`src/rtl/ahb_bus_arbiter.sv`:
```
// Central AHB bus arbiter: one-hot registered grant, registered address-phase owner,
// burst-aware re-arbitration and locked transfers. Define AHB_ARB_ROUND_ROBIN_EN for rotating priority.
module ahb_bus_arbiter #(
    parameter int MASTER_NUM = 4
) (
    input  logic                  hclk,
    input  logic                  hreset,
    input  logic [MASTER_NUM-1:0] hbusreq,
    input  logic [MASTER_NUM-1:0] hlock,
    input  logic                  hready,
    input  logic [1:0]            htrans,
    input  logic [2:0]            hburst,
    output logic [MASTER_NUM-1:0] hgrant,
    output logic [3:0]            hmaster,
    output logic                  hmastlock
);

    localparam logic [1:0] TRANS_IDLE   = 2'b00;
    localparam logic [1:0] TRANS_NONSEQ = 2'b10;
    localparam logic [1:0] TRANS_SEQ    = 2'b11;

    localparam logic [MASTER_NUM-1:0] DEFAULT_GNT = {1'b1, {(MASTER_NUM-1){1'b0}}};
    localparam logic [3:0]            DEFAULT_IDX = 4'(MASTER_NUM - 1);

    logic [MASTER_NUM-1:0] hgrant_q;
    logic [MASTER_NUM-1:0] hgrant_d;
    logic [3:0]            hmaster_q;
    logic [3:0]            cnt_q;
    logic [3:0]            cnt_d;
    logic                  arb_ok_s;
    logic                  lock_hold_s;
    logic [MASTER_NUM-1:0] pick_s;

    // Remaining beats after the NONSEQ of a fixed-length burst; undefined-length bursts stay at 0.
    function automatic logic [3:0] burst_beats(input logic [2:0] burst);
        logic [3:0] beats;
        case (burst)
            3'b010, 3'b011: beats = 4'd3;
            3'b100, 3'b101: beats = 4'd7;
            3'b110, 3'b111: beats = 4'd15;
            default:        beats = 4'd0;
        endcase
        return beats;
    endfunction

    function automatic logic [3:0] onehot_to_idx(input logic [MASTER_NUM-1:0] oh);
        logic [3:0] idx;
        idx = 4'd0;
        for (int i = 0; i < MASTER_NUM; i++) begin
            idx = idx | (oh[i] ? 4'(i) : 4'd0);
        end
        return idx;
    endfunction

    // Lowest set bit wins, so index 0 is the highest priority.
    function automatic logic [MASTER_NUM-1:0] lowest_set(input logic [MASTER_NUM-1:0] v);
        logic [MASTER_NUM-1:0] r;
        r = {MASTER_NUM{1'b0}};
        for (int i = MASTER_NUM - 1; i >= 0; i--) begin
            if (v[i]) begin
                r    = {MASTER_NUM{1'b0}};
                r[i] = 1'b1;
            end else begin
                r = r;
            end
        end
        return r;
    endfunction

    // Beat counter next state; a new grant is only allowed once no burst beats remain.
    always_comb begin
        cnt_d = cnt_q;
        if (hready) begin
            case (htrans)
                TRANS_NONSEQ: cnt_d = burst_beats(hburst);
                TRANS_SEQ:    cnt_d = (cnt_q != 4'd0) ? (cnt_q - 4'd1) : 4'd0;
                TRANS_IDLE:   cnt_d = 4'd0;
                default:      cnt_d = cnt_q;
            endcase
        end else begin
            cnt_d = cnt_q;
        end
    end

    assign arb_ok_s    = (cnt_d == 4'd0);
    assign lock_hold_s = |(hlock & hbusreq & hgrant_q);
    assign hmastlock   = |(hlock & hgrant_q);

`ifdef AHB_ARB_ROUND_ROBIN_EN
    logic [3:0]              rr_q;
    logic [3:0]              rr_d;
    logic [2*MASTER_NUM-1:0] req_dbl_s;
    logic [MASTER_NUM-1:0]   pick_rot_s;
    logic [2*MASTER_NUM-1:0] pick_dbl_s;
    logic [3:0]              new_idx_s;

    // Rotate requests so the search starts at rr_q, pick the lowest, then rotate the pick back.
    always_comb begin
        req_dbl_s  = {hbusreq, hbusreq} >> rr_q;
        pick_rot_s = lowest_set(req_dbl_s[MASTER_NUM-1:0]);
        pick_dbl_s = {pick_rot_s, pick_rot_s} << rr_q;
        pick_s     = pick_dbl_s[2*MASTER_NUM-1:MASTER_NUM];
        new_idx_s  = onehot_to_idx(hgrant_d);
        rr_d       = (new_idx_s == DEFAULT_IDX) ? 4'd0 : (new_idx_s + 4'd1);
    end

    // Rotation pointer follows each hand-over to a master that is actually requesting.
    always_ff @(posedge hclk) begin
        if (hreset) begin
            rr_q <= 4'd0;
        end else if (hready && arb_ok_s && (hgrant_d != hgrant_q) && (|(hgrant_d & hbusreq))) begin
            rr_q <= rr_d;
        end else begin
            rr_q <= rr_q;
        end
    end
`else
    // Fixed priority pick.
    always_comb begin
        pick_s = lowest_set(hbusreq);
    end
`endif

    // Candidate grant: a locked grantee keeps the bus, an idle bus parks on the default master.
    always_comb begin
        hgrant_d = hgrant_q;
        if (lock_hold_s) begin
            hgrant_d = hgrant_q;
        end else if (hbusreq == {MASTER_NUM{1'b0}}) begin
            hgrant_d = DEFAULT_GNT;
        end else begin
            hgrant_d = pick_s;
        end
    end

    // Grant, owner and beat counter; hready low freezes grant and owner.
    always_ff @(posedge hclk) begin
        if (hreset) begin
            hgrant_q  <= DEFAULT_GNT;
            hmaster_q <= DEFAULT_IDX;
            cnt_q     <= 4'd0;
        end else begin
            cnt_q <= cnt_d;
            if (hready) begin
                hmaster_q <= onehot_to_idx(hgrant_q);
                hgrant_q  <= arb_ok_s ? hgrant_d : hgrant_q;
            end else begin
                hmaster_q <= hmaster_q;
                hgrant_q  <= hgrant_q;
            end
        end
    end

    assign hgrant  = hgrant_q;
    assign hmaster = hmaster_q;

endmodule
```
`config.mk`:
```
export PLATFORM = sky130hd
export DESIGN_NAME = ahb_bus_arbiter
export DESIGN_NICKNAME = d
export VERILOG_FILES = /design/src/rtl/ahb_bus_arbiter.sv
export SDC_FILE = /design/constraint.sdc
export NUM_CORES = 1
export LEC_CHECK = 0
export BUFFER_PORTS_ARGS = -buffer_cell sky130_fd_sc_hd__buf_2
export CORE_ASPECT_RATIO = 0.9
export CORE_MARGIN = 2
export CORE_UTILIZATION = 47
export CTS_BUF_LIST = sky130_fd_sc_hd__clkbuf_4 sky130_fd_sc_hd__clkbuf_8 sky130_fd_sc_hd__clkbuf_16
export DETAILED_ROUTE_END_ITERATION = 8
export GPL_TIMING_DRIVEN = 0
export PLACE_DENSITY_LB_ADDON = 0.12
export REMOVE_ABC_BUFFERS = 1
export SLEW_MARGIN = 20
export SYNTH_ARGS = -nofsm -noshare
export SYNTH_HDL_FRONTEND = slang
export SYNTH_SLANG_ARGS = --single-unit
```
`constraint.sdc`:
```
create_clock -name hclk -period 2.25 [get_ports hclk]
set_input_delay 0.3375 -clock hclk [delete_from_list [all_inputs] [get_ports hclk]]
set_output_delay 0.3375 -clock hclk [all_outputs]
set_load 0.05 [all_outputs]
```
-- Yosys cells after proc, flatten, opt, wreduce, memory -nomap -nowiden
Cells that the tools add are included.
W data, S select, Z words.
- register bits after elaboration: 12
- latch bits: 0
- memory bits (writable): 0
- ROM bits: 0
- memories: 0
- add/sub/neg operators: 1
- multipliers: 0
- div/mod/pow operators: 0
- magnitude comparators: 0
- equality and inequality tests: 8
- shift operators: 0
- multiplexer cells: 12
- bitwise gates (word level): 6
- reduce and logical (&&, ||, !) cells: 10
- operators by type and width (kind ; count):
    $mux W4 ; 7
    $pmux W4 S3 ; 2
    $and A4 B4 Y4 ; 3
    $eq A3 B3 Y1 const B ; 4
    $logic_not A4 Y1 ; 2
    $reduce_or A4 Y1 ; 2
    $eq A3 B2 Y1 const B ; 2
    $reduce_or A2 Y1 ; 3
    $eq A2 B2 Y1 const B ; 2
    $mux W2 ; 2
    $reduce_bool A4 Y1 ; 1
    $sub A4 B1 Y4 const B ; 1
    $reduce_and A3 Y1 ; 1
    $logic_not A2 Y1 ; 1
    $or A1 B2 Y2 ; 1
    $or A2 B2 Y2 ; 1
    $mux W1 ; 1
    $not A1 Y1 ; 1

-- Depth between registers and ports, before layout
Gate-level depths: netlist of the first run.
- depth in word-level cells: 7
- mapped depth: 8

-- Least setup slack after synthesis of the first run
OpenSTA, ideal clock, no wires.
- path type: register to register
- from: register cnt_q[0]
- to: register hgrant_q[0] (netlist: hgrant[0])
- arrival time: 1.545 ns
- data required time: 2.178 ns
- slack: 0.633 ns
- cell stages (with the launch flop): 9
- buffers on the path: 0
- clock period less this slack: 1.617 ns
- cells stage by stage: dfxtp_1 inv_1 ha_1 nor3b_1 nor4_1 a211oi_2 nand4_2 nor2_4 mux2i_1
- word-level cells in the longest chain between the ends: 6
- elaborated cells between the ends (all ways): 7
- classes of those cells: add/sub (1); mux (3); reduce/logical (3)
- ends and longest elaborated chain (item ; line ; text):
    from (decl) ; 28 ; logic [3:0] cnt_q;
    from (signal assigned) ; 143 ; cnt_q <= cnt_d;
    $sub A4 B1 Y4 / $reduce_bool A4 Y1 (equally long branches) ; 76 ; TRANS_SEQ: cnt_d = (cnt_q != 4'd0) ? (cnt_q - 4'd1) : 4'd0;
    $mux W4 ; 76 ;
    $pmux W4 S3 ; 74 ; case (htrans)
    $mux W4 * ; 73 ; if (hready) begin
    $logic_not A4 Y1 * ; 85 ; assign arb_ok_s = (cnt_d == 4'd0);
    $reduce_and A3 Y1 (no line) * ; -- ;
    to (signal assigned) ; 146 ; hgrant_q <= arb_ok_s ? hgrant_d : hgrant_q;
    to (signal assigned) ; 149 ; hgrant_q <= hgrant_q;
    to (decl) ; 25 ; logic [MASTER_NUM-1:0] hgrant_q;
Mark *: on every way between the ends. The rest lies on a longest branch, timed or not.
A chain may end at the register's enable or synchronous reset.

-- Worst setup path after layout of the first run
- from: register cnt_q[0]
- to: register hgrant_q[3] (netlist: hgrant[3])
Same word-level chain as after synthesis.

==> results.md, run 1 <==
- RSZ-0062 raised after global routing: no
- DRT antenna net count: 0
- Slew Viols, Final: 0
- Leak Pwr: 0.3567 nW
- Yosys top cell by area: dfxtp_1
- Dpl ws: 0.3969 ns
- Most frequent cells in the layout: 21 x buf_2, 10 x dfxtp_1, 8 x nor2_1, 8 x nand2b_1, 5 x mux2i_1
- Post-synth top area share: 29.57%
- Grt ovf: 0
- Max IR drop VDD: 0.0004332 V
- Register area share after synthesis: 29.57%
- Gr usage total: 18.11%
- EDFF count, synth: 0
- FP Rows: 12
- First DRT Iteration DRCs: 12
- First-pass GRT wire length: 2214 um
- Final Hold Fails: 0
- Hold path depth: 3
- Synth Instances: 77
- Fmax: 531.4 MHz
- Largest cells by area after synthesis: dfxtp_1 30%, mux2i_1 7.4%, nand2b_1 7.4%
- Final wirelength: 1377 um
- Ys async rst share: 0%
- Drt drc: 0
- Clock-pin slew on the worst setup and hold paths: 0.06 ns
- PortBufs: 21
- Post_cts resized: 0
- Fin nets: 118
- CP cell instances: inv_1 > ha_1 > nor3b_1 > nor4_1 > a211oi_2 > nand4_2 > nor2_4 > mux2i_1
- Worst-Skew Late Latency: 0.26 ns
- Post-CTS setup buffers: 0
- CP max FO: 4
- Syn Area/Cell: 8.791 um2
- Total Negative Setup Slacks: 0 ns
- Register-to-Register Path Depth: 8
- Area Growth Syn to Fin: 19.59%
- Finish-stage setup viols: 0
- Clock Skews: 0.003488 ns
- Initial Util: 52.42%
- Critical Path End Type: flop
- Crit path time final: 1.882 ns
- Ant diodes: 0
- Most used DFF post-synth: dfxtp_1
- Pre-antenna DRT Iters: 4
- Final setup margin: 0.3681 ns
- H-Tree Depth: 1
- Critical Path AT: 2.07 ns
- Die H: 40 um
- Hold buffers post-CTS: 0
- Status: completed
- DR vias/cell: 5.513
- DP HPWL: 1120 um
- Clock Tree Root: clkbuf_4
- Max_cap viols: 0
- Final hold slack: 0.3584 ns
- Largest net degree at the start of global routing: 14
- Hold Path Class: in -> reg
- Gpl congestion: 0.8080
- Slowest stage delay, CP: 0.33 ns
- I/O pin total: 25
- Number of buffers created by CTS: 3
- FF+latch count, synth: 10
- Final-layout fill cell count: 125
- Startpoint types: flop
- Initial antenna violation count: 0
- Vias in the first global route: 515
- Post-layout util: 62.69%
- Pwr Density: 620.4 mW/mm2
- Yosys cell types: 38
- Routed wire length per instance: 12.19 um
- Crit path kind: reg -> reg
- CTS Sinks: 10
- Worst Path Required: 2.44 ns
- Most common cell after layout, fill and taps aside: buf_2
- Layout cells sized above 1: 34.34%
- Die area: 0.001760 mm2
- Core ar.: 0.001291 mm2
- Fin cells: 113
- Period Utilization, post-route: 83.64%
- Number of synthesis warnings: 0
- CTS tree: done
- Slowest CP cell: dfxtp_1
- Total placed cells including tap cells: 109
- Routed via count: 623
- Post-Synthesis Cell Area: 676.9 um2
- Die width: 44 um
- Longest Clk Path Bufs: 2
## through the flow
stage               cell area, um2  total power [W]
floorplan                    650.6        0.0003068
global placement             773.2        0.0003470
CTS                          809.5        0.0005084
global route                 809.5        0.0005345
finish                       809.5        0.0005022
detailed placement           773.2        0.0003495
## path summary, 6_finish.rpt
check             start          to  slack (ns)
max            cnt_q[0]   hgrant[3]        0.37
min          hbusreq[1]   hgrant[1]        0.36
max reg2reg    cnt_q[0]   hgrant[3]        0.37
min reg2reg  hmaster[0]  hmaster[0]        0.48
## power breakdown
| part | internal (W) | total (W) | switching, W |
|---|---|---|---|
| Combinational | 0.0000522 | 0.000149 | 0.0000963 |
| Clock | 0.0000981 | 0.000156 | 0.0000583 |
| Sequential | 0.000188 | 0.000197 | 0.00000975 |
| Total | 0.000338 | 0.000502 | 0.000164 |
## kinds of logic (layout without fill, tap and decap cells)
group,count (synthesis),count (layout),synth area share (%)
compound gates,13,13,16.45
fa+ha+maj,2,2,3.696
buf+inv,7,28,6.098
flops,10,10,29.57
mux,5,5,7.394
other cells,1,2,0.5540
simple gates,39,39,36.23
## critical path, delay by kind of cell (launching register included)
kind | cells | cell delay, ns
compound gates | 1 | 0.24
mux | 1 | 0.20
simple gates | 4 | 0.76
flops | 1 | 0.33
buf+inv | 1 | 0.09
fa+ha+maj | 1 | 0.19
## cell usage after synthesis, types with 2 or more instances
cell type and number:
nor3_1 2, inv_1 3, buf_4 2, nand2_1 4, dfxtp_1 10, nor2_1 8, nand2b_1 8, nand3_1 3
a22oi_1 2, mux2i_1 5, o22ai_1 2, ha_1 2
## registers in the layout (all words and copies together) (netlist names)
name     count
hmaster      2
hgrant       4
cnt_q        4
## metal layers
layer | part of all wire [%] | GRT usage, % | vias up
met1 | 51 | 25.34 | 285
li1 | - | - | 321
met4 | 0.44 | 6.818 | 0
met3 | 6.5 | 6.757 | 2
met5 | 0 | 0 | -
met2 | 42 | 25.00 | 15
## final cells by class
cell class	count	area, um2	area share, %
clock buffers	4	36.28	4.482
inverters	3	11.26	1.391
multi-input cells	61	439.2	54.25
flip-flops and latches	10	200.2	24.73
well taps	14	17.52	2.164
repair buffers	21	105.1	12.98
No activity file was read; power rests on OpenSTA's default activity.
==> run 2, diff against run 1 <==
==> constraint.sdc (replaced) <==
create_clock -name hclk -period 2 [get_ports hclk]
set_input_delay 0.3 -clock hclk [delete_from_list [all_inputs] [get_ports hclk]]
set_output_delay 0.3 -clock hclk [all_outputs]
set_load 0.05 [all_outputs]
==> run 2 against run 1 <==
  * Clock power increased by 13%
  * First-iteration DRC count is 17% lower
  * Sequential power increased by 13%
  * Combinational power rose by 13%
  * Power rose by 13%
  * Hold slack got worse by 0.037 ns
  * Routed wire length rose by 1.3%
  * Global-route usage did not move
  * Final cell count did not move
  * Count of clock-buffer cells in the layout unchanged
==> results.md, run 2 (synthesis gave the netlist of run 1 again) <==
- Status: completed
- CTS Sinks: 10
- Leak Pwr: 0.3595 nW
- Post_cts resized: 0
- Final wirelength: 1395 um
- CTS tree: done
- Period Utilization, post-route: 89.96%
- Clock-pin slew on the worst setup and hold paths: 0.06 ns
- RSZ-0062 raised after global routing: no
- Longest Clk Path Bufs: 2
- Final-layout fill cell count: 125
- Drt drc: 0
- Routed wire length per instance: 12.35 um
- Total placed cells including tap cells: 109
- Most common cell after layout, fill and taps aside: buf_2
- Clock Skews: 0.003639 ns
- Clock Tree Root: clkbuf_4
- First-pass GRT wire length: 2214 um
- Gr usage total: 18.11%
- Critical Path AT: 1.99 ns
- Pwr Density: 695.6 mW/mm2
- GRT met1 Usage: 25.34%
- Worst Path Required: 2.19 ns
- Hold path start: hbusreq[1]
- PortBufs: 21
- Ant diodes: 0
- Fmax: 555.8 MHz
- Final hold slack: 0.3216 ns
- Crit path time final: 1.799 ns
- First DRT Iteration DRCs: 10
- Hold Path Class: in -> reg
- Critical Path End Type: flop
- Startpoint types: flop
- FF+latch area: 200.2 um2
- Pwr Total: 0.0005666 W
- Post-CTS setup buffers: 0
- DRT antenna net count: 0
- Crit path kind: reg -> reg
- Worst-Skew Late Latency: 0.26 ns
- Most frequent cells in the layout: 21 x buf_2, 10 x dfxtp_1, 8 x nor2_1, 8 x nand2b_1, 5 x mux2i_1
- Met2 Usage GRT: 25.00%
- Grt ovf: 0
- FP Rows: 12
- Slew Viols, Final: 0
- GRT busiest layer: met1
- DP HPWL: 1120 um
- H-Tree Depth: 1
- CP max FO: 4
- Register-to-Register Path Depth: 8
- DR vias/cell: 5.478
- Initial Util: 52.42%
- I/O pin total: 25
- Largest net degree at the start of global routing: 14
- Vias in the first global route: 515
- Area Growth Syn to Fin: 20.33%
- Footprint of the multi-input gates: 444.2 um2
- Die H: 40 um
- Core ar.: 0.001291 mm2
- Max IR drop VDD: 0.0004874 V
- Die width: 44 um
- Total Negative Setup Slacks: 0 ns
- Die area: 0.001760 mm2
- Fin nets: 118
- Initial antenna violation count: 0
- Hold path depth: 3
- Critical path origin: cnt_q[0]
- Post-layout util: 63.08%
- Routed via count: 619
- Fin cells: 113
- Number of buffers created by CTS: 3
- Hold buffers post-CTS: 0
- Pre-antenna DRT Iters: 4
- Gpl congestion: 0.8080
- Layout cells sized above 1: 35.35%
- Finish-stage setup viols: 0
- Met3 Resource Use GR: 6.757%
- Max_cap viols: 0
- Final Hold Fails: 0
- RR Startpoint: cnt_q[0]
[run 2: cell counts in the layout (fill, tap and decap cells not counted)]
No cell type changed its count.
[run 2: layer usage]
metal	routed length, um	vias up
met5	0	-
met4	9	0
met3	89	2
met2	564	15
met1	731	282
li1	-	320
[run 2: worst paths after layout]
| path | to | slack, ns |
|---|---|---|
| setup / recovery | hgrant[3] | 0.20 |
| hold / removal | hgrant[1] | 0.32 |
| setup reg to reg | hgrant[3] | 0.20 |
| hold reg to reg | hmaster[0] | 0.48 |
[run 2: power by group]
| part | internal, W | switching (W) |
|---|---|---|
| combinational | 0.0000595 | 0.000109 |
| sequential | 0.000211 | 0.0000112 |
| clock | 0.000110 | 0.0000657 |
| total | 0.000381 | 0.000186 |
[run 2: cell type report]
class	count	area share [%]
Sequential cell	10	24.58
Clock buffer	4	4.455
Tap cell	14	2.151
Inverter	3	1.382
Multi-Input combinational cell	61	54.53
Timing Repair Buffer	21	12.90
[run 2: metrics by stage]
step | instance area, um2 | setup slack [ns]
finish | 814.5 | 0.2009
global route | 814.5 | 0.04045
CTS | 809.5 | 0.1279
detailed placement | 773.2 | 0.1469
global placement | 773.2 | 0.2129
floorplan | 650.6 | 0.3831
[run 2: worst max-delay path, cell delays in order, from the launching register on]
cell and delay, ns:
dfxtp_1 0.34, inv_1 0.09, ha_1 0.19, nor3b_2 0.21, nor4_1 0.09, a211oi_2 0.23
nand4_2 0.18, nor2_4 0.22, mux2i_1 0.20
==> run 3, diff against run 2 <==
==> config.mk (replaced) <==
export PLATFORM = sky130hd
export DESIGN_NAME = ahb_bus_arbiter
export DESIGN_NICKNAME = d
export VERILOG_FILES = /design/src/rtl/ahb_bus_arbiter.sv
export SDC_FILE = /design/constraint.sdc
export NUM_CORES = 1
export LEC_CHECK = 0
export CORE_AREA = 2 2 39 41
export CTS_BUF_LIST = sky130_fd_sc_hd__clkbuf_4 sky130_fd_sc_hd__clkbuf_8 sky130_fd_sc_hd__clkbuf_16
export DETAILED_ROUTE_END_ITERATION = 8
export DIE_AREA = 0 0 41 43
export DONT_BUFFER_PORTS = 1
export GPL_TIMING_DRIVEN = 0
export PLACE_DENSITY = 0.71
export REMOVE_ABC_BUFFERS = 1
export SLEW_MARGIN = 20
export SYNTH_ARGS = -nofsm -noshare
export SYNTH_HDL_FRONTEND = slang
export SYNTH_SLANG_ARGS = --single-unit
==> run 3 against run 2 <==
  * Clock power down 26%
  * Critical endpoint is now hmastlock
  * Critical path depth down 6
  * Global-route usage down 3.3 points
  * Critical path type is now reg -> out
==> results.md, run 3 (synthesis gave the netlist of run 1 again) <==
- Max_cap viols: 0
- Clock-pin slew on the worst setup and hold paths: 0.06 ns
- Met2 routed WL: 610 um
- Crit path kind: reg -> out
- Pre-antenna DRT Iters: 4
- Critical Path End Type: output port
- Total placed cells including tap cells: 90
- Clk pwr share: 26.9%
- Clock Tree Root: clkbuf_4
- Final Hold Fails: 0
- First-pass GRT wire length: 1800 um
- First DRT Iteration DRCs: 6
- H-Tree Depth: 1
- Pwr Density: 694.4 mW/mm2
- Ant diodes: 0
- Hold Path Class: in -> reg
- Most common cell after layout, fill and taps aside: dfxtp_1
- Slew headroom: 59.48%
- Initial Util: 48.92%
- Met1 wire length: 519 um
- Tightest Pin Transition: 0.6070 ns
- Critical Path AT: 1.54 ns
- CTS Sinks: 10
- Hold buffers post-CTS: 0
- Psw: 0.0001626 W
- Routed wire length per instance: 13.14 um
- Drt drc: 0
- Status: completed
- CP max FO: 5
- Number of buffers created by CTS: 3
- Die H: 43 um
- Met3 WL: 90 um
- Finish-stage setup viols: 0
- Layout cells sized above 1: 16.67%
- Crit path time final: 1.841 ns
- Pwr Total: 0.0004866 W
- Area Growth Syn to Fin: 3.512%
- Max IR drop VDD: 0.0004421 V
- Leak Pwr: 0.2707 nW
- DRT antenna net count: 0
- Fin cells: 94
- Fmax: 543.2 MHz
- Period Utilization, post-route: 92.05%
- Worst Path Required: 1.70 ns
- Final wirelength: 1235 um
- Flop2flop setup slack: 0.17 ns
- Routed via count: 552
- P_int: 0.0003240 W
- DP HPWL: 996.3 um
- Largest net degree at the start of global routing: 14
- Die width: 41 um
- Highest Signal Layer: met4
- Fin nets: 98
- DR vias/cell: 5.872
- I/O pin total: 25
- Vias in the first global route: 488
- Net Sw Frac: 33.42%
- FP Rows: 14
- RSZ-0062 raised after global routing: no
- Core ar.: 0.001384 mm2
- Comb pwr share: 21.2%
- Grt ovf: 0
- Most frequent cells in the layout: 10 x dfxtp_1, 8 x nor2_1, 8 x nand2b_1, 5 x mux2i_1, 4 x nand2_1
- Gr usage total: 14.83%
- CTS tree: done
- Startpoint types: flop
- Clock Skews: 0.002783 ns
- Die area: 0.001763 mm2
- Gpl congestion: 0.7165
- PortBufs: 0
- Initial antenna violation count: 0
- Longest Clk Path Bufs: 2
- Worst-Skew Late Latency: 0.26 ns
- Reg power frac: 51.9%
- Slew Viols, Final: 0
- Post_cts resized: 0
- Total Negative Setup Slacks: 0 ns
-- run 3: cell types whose count changed in the layout (fill, tap and decap cells not counted) --
cell,previous run,this run
buf_2,21,0
buf_4,0,1
clkbuf_8,1,0
nor3b_1,0,1
nor3b_2,1,0
-- run 3: routing by layer --
layer,up-vias,global-route usage (%)
li1,276,-
met1,253,16.67
met2,21,24.38
met3,2,4.712
met4,0,6.000
met5,-,0
-- run 3: worst max-delay path, stage by stage, from the launching register on --
cell and delay [ns]:
dfxtp_1 0.70, a22oi_1 0.18, nand2_1 0.40
-- run 3: timing repair --
| item | CTS | global route |
|---|---|---|
| setup endpoints to repair | 0 | 1 |
| hold endpoints to repair | 0 | 0 |
| buffers inserted | 0 | 1 |
-- run 3: area by class of cell --
cell class / count / area [um2]
repair buffers: 1 / 7.507
clock buffers: 3 / 22.52
fillers: 125 / 683.2
well taps: 16 / 20.02
inverters: 3 / 11.26
flip-flops and latches: 10 / 200.2
multi-input cells: 61 / 439.2
-- run 3: path summary, 6_finish.rpt --
path / from / to / cells after the start
min reg2reg: cnt_q[3] / cnt_q[3] / 2
max: hgrant[2] / hmastlock / 2
min: hreset / cnt_q[0] / 1
max reg2reg: cnt_q[0] / hgrant[1] / 8
-- run 3: per-stage QoR --
stage / hold slack (ns) / worst slack [ns] / util, % / cell area [um2]
2_1_floorplan: 0.3724 / 0.3831 / - / 650.6
5_1_grt: 0.08711 / 0.001126 / 50.63 / 700.7
4_1_cts: 0.1019 / 0.1454 / 50.09 / 693.2
6_report: 0.1032 / 0.1590 / 50.63 / 700.7
3_3_place_gp: 0.3740 / 0.2324 / 48.46 / 670.6
3_5_place_dp: 0.3757 / 0.1635 / 48.46 / 670.6
-- run 3: power by group through the flow --
stage / clock [W] / combinational (W) / sequential [W]
after global routing: 0.000145 / 0.000112 / 0.000254
final: 0.000131 / 0.000103 / 0.000252
after global placement: 0 / 0.0000999 / 0.000257
after detailed placement: 0 / 0.000102 / 0.000257
after floorplan: 0 / 0.0000914 / 0.000254
after CTS: 0.000134 / 0.000102 / 0.000253
